**src/rtl/modexp_pkg.sv**
```systemverilog
// Shared types and constants for the modular-exponentiation sequencer.
package modexp_pkg;

    localparam int DATA_W_DEFAULT = 32;
    localparam int ONE            = 1;

    typedef enum logic [1:0] {
        IDLE  = 2'd0,
        ISSUE = 2'd1,
        WAIT  = 2'd2
    } state_t;

endpackage

```
**src/rtl/result_fifo.sv**
```systemverilog
// Synchronous result FIFO with a first-word-fall-through head; reads as 0 when empty.
module result_fifo #(
    parameter int DATA_W     = 32,
    parameter int FIFO_DEPTH = 4,
    localparam int PTR_W     = $clog2(FIFO_DEPTH),
    localparam int CNT_W     = PTR_W + 1
) (
    input  logic              clk,
    input  logic              rstn,
    input  logic              wr_en,
    input  logic [DATA_W-1:0] wr_data,
    input  logic              rd_en,
    output logic [DATA_W-1:0] rd_data,
    output logic [CNT_W-1:0]  count
);

    logic [DATA_W-1:0] mem_reg [FIFO_DEPTH];
    logic [PTR_W-1:0]  wr_ptr_reg;
    logic [PTR_W-1:0]  rd_ptr_reg;
    logic [CNT_W-1:0]  count_reg;
    logic              rd_fire;
    logic              wr_fire;
    logic              empty;
    logic              full;

    assign empty = (count_reg == '0);
    assign full  = (count_reg == CNT_W'(FIFO_DEPTH));

    // A write into a full FIFO is allowed when the head leaves in the same cycle.
    assign rd_fire = rd_en && !empty;
    assign wr_fire = wr_en && (!full || rd_fire);

    always_ff @(posedge clk) begin
        if (wr_fire) begin
            mem_reg[wr_ptr_reg] <= wr_data;
        end
    end

    always_ff @(posedge clk or negedge rstn) begin
        if (!rstn) begin
            wr_ptr_reg <= '0;
            rd_ptr_reg <= '0;
            count_reg  <= '0;
        end else begin
            if (wr_fire) begin
                wr_ptr_reg <= wr_ptr_reg + 1'b1;
            end
            if (rd_fire) begin
                rd_ptr_reg <= rd_ptr_reg + 1'b1;
            end
            case ({wr_fire, rd_fire})
                2'b10:   count_reg <= count_reg + 1'b1;
                2'b01:   count_reg <= count_reg - 1'b1;
                default: count_reg <= count_reg;
            endcase
        end
    end

    assign rd_data = empty ? '0 : mem_reg[rd_ptr_reg];
    assign count   = count_reg;

endmodule

```
**src/rtl/modexp_sequencer.sv**
```systemverilog
// Streams message words through a single-shot modexp engine and buffers results in order.
// Optional MODEXP_SHORTCUT_EN resolves trivial cases (mod 1, exp 0, base 0) without the engine.
module modexp_sequencer
    import modexp_pkg::*;
#(
    parameter int DATA_W     = DATA_W_DEFAULT,
    parameter int FIFO_DEPTH = 4
) (
    input  logic              clk,
    input  logic              rstn,
    input  logic              key_load,
    input  logic [DATA_W-1:0] key_exp,
    input  logic [DATA_W-1:0] key_mod,
    output logic              key_err,
    input  logic              in_valid,
    output logic              in_ready,
    input  logic [DATA_W-1:0] in_data,
    output logic              out_valid,
    input  logic              out_ready,
    output logic [DATA_W-1:0] out_data,
    output logic              busy,
    output logic              eng_md_start,
    output logic [DATA_W-1:0] eng_base,
    output logic [DATA_W-1:0] eng_exp,
    output logic [DATA_W-1:0] eng_modulus,
    input  logic [DATA_W-1:0] eng_r,
    input  logic              eng_md_end
);

    localparam int CNT_W = $clog2(FIFO_DEPTH) + 1;

    state_t            state_reg;
    logic [DATA_W-1:0] key_exp_reg;
    logic [DATA_W-1:0] key_mod_reg;
    logic              key_valid_reg;
    logic              key_err_reg;
    logic              eng_md_start_reg;
    logic [DATA_W-1:0] eng_base_reg;
    logic [DATA_W-1:0] eng_exp_reg;
    logic [DATA_W-1:0] eng_mod_reg;

    logic [CNT_W-1:0]  fifo_count;
    logic              fifo_wr_en;
    logic [DATA_W-1:0] fifo_wr_data;
    logic              fifo_rd_en;
    logic              accept;
    logic              eng_done;
    logic              trivial;
    logic [DATA_W-1:0] trivial_val;

    assign in_ready = (state_reg == IDLE) && key_valid_reg
                      && (fifo_count < CNT_W'(FIFO_DEPTH));
    assign accept   = in_valid && in_ready;

`ifdef MODEXP_SHORTCUT_EN
    always_comb begin
        trivial     = 1'b0;
        trivial_val = '0;
        if (key_mod_reg == DATA_W'(ONE)) begin
            trivial = 1'b1;
        end else if (key_exp_reg == '0) begin
            trivial     = 1'b1;
            trivial_val = DATA_W'(ONE);
        end else if (in_data == '0) begin
            trivial = 1'b1;
        end
    end
`else
    assign trivial     = 1'b0;
    assign trivial_val = '0;
`endif

    // Completions outside WAIT are spurious and never reach the FIFO.
    assign eng_done     = (state_reg == WAIT) && eng_md_end;
    assign fifo_wr_en   = eng_done || (accept && trivial);
    assign fifo_wr_data = eng_done ? eng_r : trivial_val;
    assign fifo_rd_en   = out_ready && out_valid;

    always_ff @(posedge clk or negedge rstn) begin
        if (!rstn) begin
            state_reg        <= IDLE;
            key_exp_reg      <= '0;
            key_mod_reg      <= '0;
            key_valid_reg    <= 1'b0;
            key_err_reg      <= 1'b0;
            eng_md_start_reg <= 1'b0;
            eng_base_reg     <= '0;
            eng_exp_reg      <= '0;
            eng_mod_reg      <= '0;
        end else begin
            key_err_reg      <= 1'b0;
            eng_md_start_reg <= 1'b0;

            // The key can only change between words so in-flight operands stay coherent.
            if (key_load) begin
                if (state_reg == IDLE) begin
                    key_exp_reg   <= key_exp;
                    key_mod_reg   <= key_mod;
                    key_valid_reg <= 1'b1;
                end else begin
                    key_err_reg <= 1'b1;
                end
            end

            case (state_reg)
                IDLE: begin
                    if (accept && !trivial) begin
                        eng_base_reg     <= in_data;
                        eng_exp_reg      <= key_exp_reg;
                        eng_mod_reg      <= key_mod_reg;
                        eng_md_start_reg <= 1'b1;
                        state_reg        <= ISSUE;
                    end
                end
                ISSUE: begin
                    state_reg <= WAIT;
                end
                WAIT: begin
                    if (eng_md_end) begin
                        state_reg <= IDLE;
                    end
                end
                default: begin
                    state_reg <= IDLE;
                end
            endcase
        end
    end

    result_fifo #(
        .DATA_W     (DATA_W),
        .FIFO_DEPTH (FIFO_DEPTH)
    ) u_result_fifo (
        .clk     (clk),
        .rstn    (rstn),
        .wr_en   (fifo_wr_en),
        .wr_data (fifo_wr_data),
        .rd_en   (fifo_rd_en),
        .rd_data (out_data),
        .count   (fifo_count)
    );

    assign out_valid    = (fifo_count != '0);
    assign busy         = (state_reg != IDLE);
    assign key_err      = key_err_reg;
    assign eng_md_start = eng_md_start_reg;
    assign eng_base     = eng_base_reg;
    assign eng_exp      = eng_exp_reg;
    assign eng_modulus  = eng_mod_reg;

endmodule

```
**config.mk**
```make
export PLATFORM = sky130hd
export DESIGN_NAME = modexp_sequencer
export DESIGN_NICKNAME = d
export VERILOG_FILES = /design/src/rtl/modexp_pkg.sv /design/src/rtl/result_fifo.sv /design/src/rtl/modexp_sequencer.sv
export SDC_FILE = /design/constraint.sdc
export NUM_CORES = 1
export LEC_CHECK = 0
export ABC_AREA = 1
export ABC_CLOCK_PERIOD_IN_PS = 3660
export BUFFER_PORTS_ARGS = -buffer_cell sky130_fd_sc_hd__buf_2
export CAP_MARGIN = 5
export CORE_ASPECT_RATIO = 0.7
export CORE_MARGIN = 5
export CORE_UTILIZATION = 45
export DETAILED_ROUTE_END_ITERATION = 10
export GPL_ROUTABILITY_DRIVEN = 0
export PLACE_DENSITY = 0.8
export SYNTH_ARGS = -nofsm -noshare
export SYNTH_HDL_FRONTEND = slang
export SYNTH_SLANG_ARGS = --single-unit
```
**constraint.sdc**
```tcl
create_clock -name clk -period 3.66 [get_ports clk]
set_clock_uncertainty 0.1 [all_clocks]
set_input_delay 0.732 -clock clk [delete_from_list [all_inputs] [get_ports clk]]
set_output_delay 0.732 -clock clk [all_outputs]
set_load 0.01 [all_outputs]
```
==> impl_metrics.env <==
export IMPL_status="complete, no violations"
export IMPL_ys_seq_area_frac=0.659
export IMPL_power_density_mw_per_mm2=835
export IMPL_max_freq_mhz=316
export IMPL_cts_setup_buffers=0
export IMPL_fill_cells=2320
export IMPL_fin_crit_ps=3160
export IMPL_syn_mean_instance_area_um2=9.29
export IMPL_layout_area_overhead_vs_synth_pct=21.5
export IMPL_ioPinCount=267
export IMPL_antenna_found_initial=9
export IMPL_final_util=0.559
export IMPL_io_buffers=266
export IMPL_synth_top_area_cell="dfrtp_1"
export IMPL_clock_path_buffers=3
export IMPL_crit_path_start_kind="flop"
export IMPL_setup_viol=0
export IMPL_htreeDepth=1
export IMPL_ant_nets=0
export IMPL_cp_top_family="buffers and inverters"
export IMPL_synth_area_mm2=0.0124
export IMPL_track_usage=0.195
export IMPL_relSlewSlack=0.251
export IMPL_die_y_um=149
export IMPL_finalCritPeriodShare=0.864
export IMPL_dr_pass1_iters=7
export IMPL_yosysUniqueCellTypes=20
export IMPL_numClockSinks=300
export IMPL_crit_chain="inv_2 -> nand2_1 -> nand3_1 -> a21oi_1 -> buf_2"
export IMPL_p_leak_nw=7.99
export IMPL_end_kind="primary output"
export IMPL_start_util=0.460
export IMPL_cts_tree="done"
export IMPL_finalPower_mw=12.6
export IMPL_routed_wl_um=31100
export IMPL_dp_hpwl_um=20100
export IMPL_worstSetupStartpoint="u_result_fifo.rd_ptr_reg[0]"
export IMPL_critical_path_class="reg2out"
export IMPL_vias=9496
export IMPL_reg2reg_depth=4
export IMPL_drive_above_1_share=0.214
export IMPL_largest_reg_flops=128
export IMPL_coreArea_mm2=0.0269
export IMPL_clockRootBuffer="clkbuf_16"
export IMPL_drc=0
export IMPL_internal_power_mw=7.80
export IMPL_tightest_slew_ps=1120
export IMPL_die_width_um=208
export IMPL_worstPathMaxFanout=65
export IMPL_max_cap_violations=0
export IMPL_grt_pass1_vias=9490
export IMPL_grt_overflow=0
export IMPL_worstSetupPathDepth=5
export IMPL_clockPowerShare=0.240
export IMPL_dpl_cell_area_mm2=0.0141
export IMPL_rows=50
export IMPL_r2r_start="state_reg[1]"
export IMPL_netlist_instances=1332
export IMPL_tns_ps=0
export IMPL_drv_slew=0
export IMPL_crit_slowest_cell="inv_2"
export IMPL_cts_resized=0
export IMPL_synth_area_leaders="dfrtp_1 35%, edfxtp_1 31%, nand2_1 17%"
export IMPL_clkSlewWorstSetupHoldPaths_ps=60
export IMPL_critPathBufInv=2
export IMPL_syn_num_nets=1472
export IMPL_swShare=0.378
export IMPL_min_path_type="in2async"
export IMPL_seqPwrFrac=0.407
export IMPL_cp_arrival_ps=2330
export IMPL_yosysTopAreaCellShare=0.348
export IMPL_hold_buffers=0
export IMPL_ys_warn_count=0
export IMPL_grt_max_degree=82
export IMPL_rsz0062_at_grt="no"
export IMPL_p_comb_frac=0.353
export IMPL_avgViaCountPerCell=4.83
export IMPL_nNetsFinal=1718
export IMPL_dr_first_iter_drc_count=797
export IMPL_hold_violations=0
export IMPL_irDropWorstVdd_mv=0.497
export IMPL_switchingPower_mw=4.75
export IMPL_stdcell_area_mm2=0.0150
export IMPL_clk_insertion_delay_late_ps=540
export IMPL_ys_ff_latch=300
export IMPL_numCtsBuffers=29
export IMPL_grt_pass1_wl_um=49700
export IMPL_cp_slowest_stage_delay_ps=790
export IMPL_design_die_area_mm2=0.0310
export IMPL_crit_required_ps=2830
export IMPL_routedWlPerCell_um=15.8
==> metal layers <==
metal / GRT usage / routed length, um / vias to the layer above
li1: - / - / 4592
met1: 0.264 / 13200 / 4510
met2: 0.325 / 14800 / 340
met3: 0.0546 / 2620 / 42
met4: 0.0312 / 437 / 12
met5: 0 / 63 / -
==> placed cells by master, fill, tap and decap left out, types with 2 or more instances in the layout <==
cell type / count
a21oi_1: 35
buf_12: 2
buf_2: 265
buf_4: 15
bufinv_16: 3
clkbuf_1: 4
clkbuf_16: 29
clkbuf_8: 3
clkinv_2: 8
clkinv_4: 3
clkinvlp_4: 3
dfrtp_1: 171
diode_2: 3
edfxtp_1: 128
ha_1: 5
inv_1: 182
inv_2: 2
nand2_1: 556
nand3_1: 129
nor2_1: 39
nor2_4: 5
o21ai_0: 4
xnor2_1: 2
==> final cells by class <==
cell class | instances | area (um^2) | share of cell area
Antenna cell | 3 | 7.51 | 0.000500
Timing Repair Buffer | 283 | 1490 | 0.0992
Tap cell | 364 | 455 | 0.0303
Sequential cell | 300 | 8150 | 0.542
Clock inverter | 18 | 188 | 0.0125
Multi-Input combinational cell | 780 | 3270 | 0.217
Clock buffer | 36 | 782 | 0.0520
Inverter | 184 | 691 | 0.0460
==> power by group through the flow <==
| stage | combinational, mW | sequential, mW | clock, mW |
|---|---|---|---|
| after floorplan | 2.51 | 5.28 | 0 |
| after global placement | 4.34 | 5.12 | 0 |
| after detailed placement | 4.47 | 5.14 | 0 |
| after CTS | 4.48 | 5.11 | 3.07 |
| after global routing | 4.95 | 5.22 | 3.24 |
| final | 4.43 | 5.11 | 3.01 |
==> worst register-to-register path: cells and delay by family, from the launching register on <==
family,cells,cell delay (ps)
simple gates,4,1470
flops,1,410
==> cells in the mapped netlist (all sizes together) <==
cell    number
nand3      130
fa           1
nand4        1
dfrtp      172
nor3         1
inv        184
buf         37
edfxtp     128
o21ai        4
a21oi       35
nor2        44
nand2      557
ha           5
xnor2        2
clkbuf      31
==> worst paths after layout <==
check	endpoint	slack, ps
setup / recovery	out_data[14]	500
hold / removal	eng_base[18]	80
setup reg to reg	u_result_fifo.mem_reg[2][24]	1270
hold reg to reg	eng_modulus[20]	360
max in group asynchronous	eng_base[29]	2590
min in group clk	eng_base[15]	280
==> cells by family (layout without fill, tap and decap cells) <==
group,after synthesis,in the layout,synth area share
other cells,0,3,0
flops,300,300,0.659
simple gates,733,733,0.237
fa+ha+maj,6,6,0.00668
xor+xnor,2,2,0.00142
compound gates,39,39,0.0158
buf+inv,252,521,0.0808
==> stage by stage <==
stage	cells	worst slack (ps)	hold slack, ps
final	1968	499	75.4
after global routing	1968	311	111
after CTS	1965	418	92.9
after detailed placement	1911	903	355
after global placement	1911	928	348
after floorplan	1332	634	334
Power figures use the tool's default switching activity.
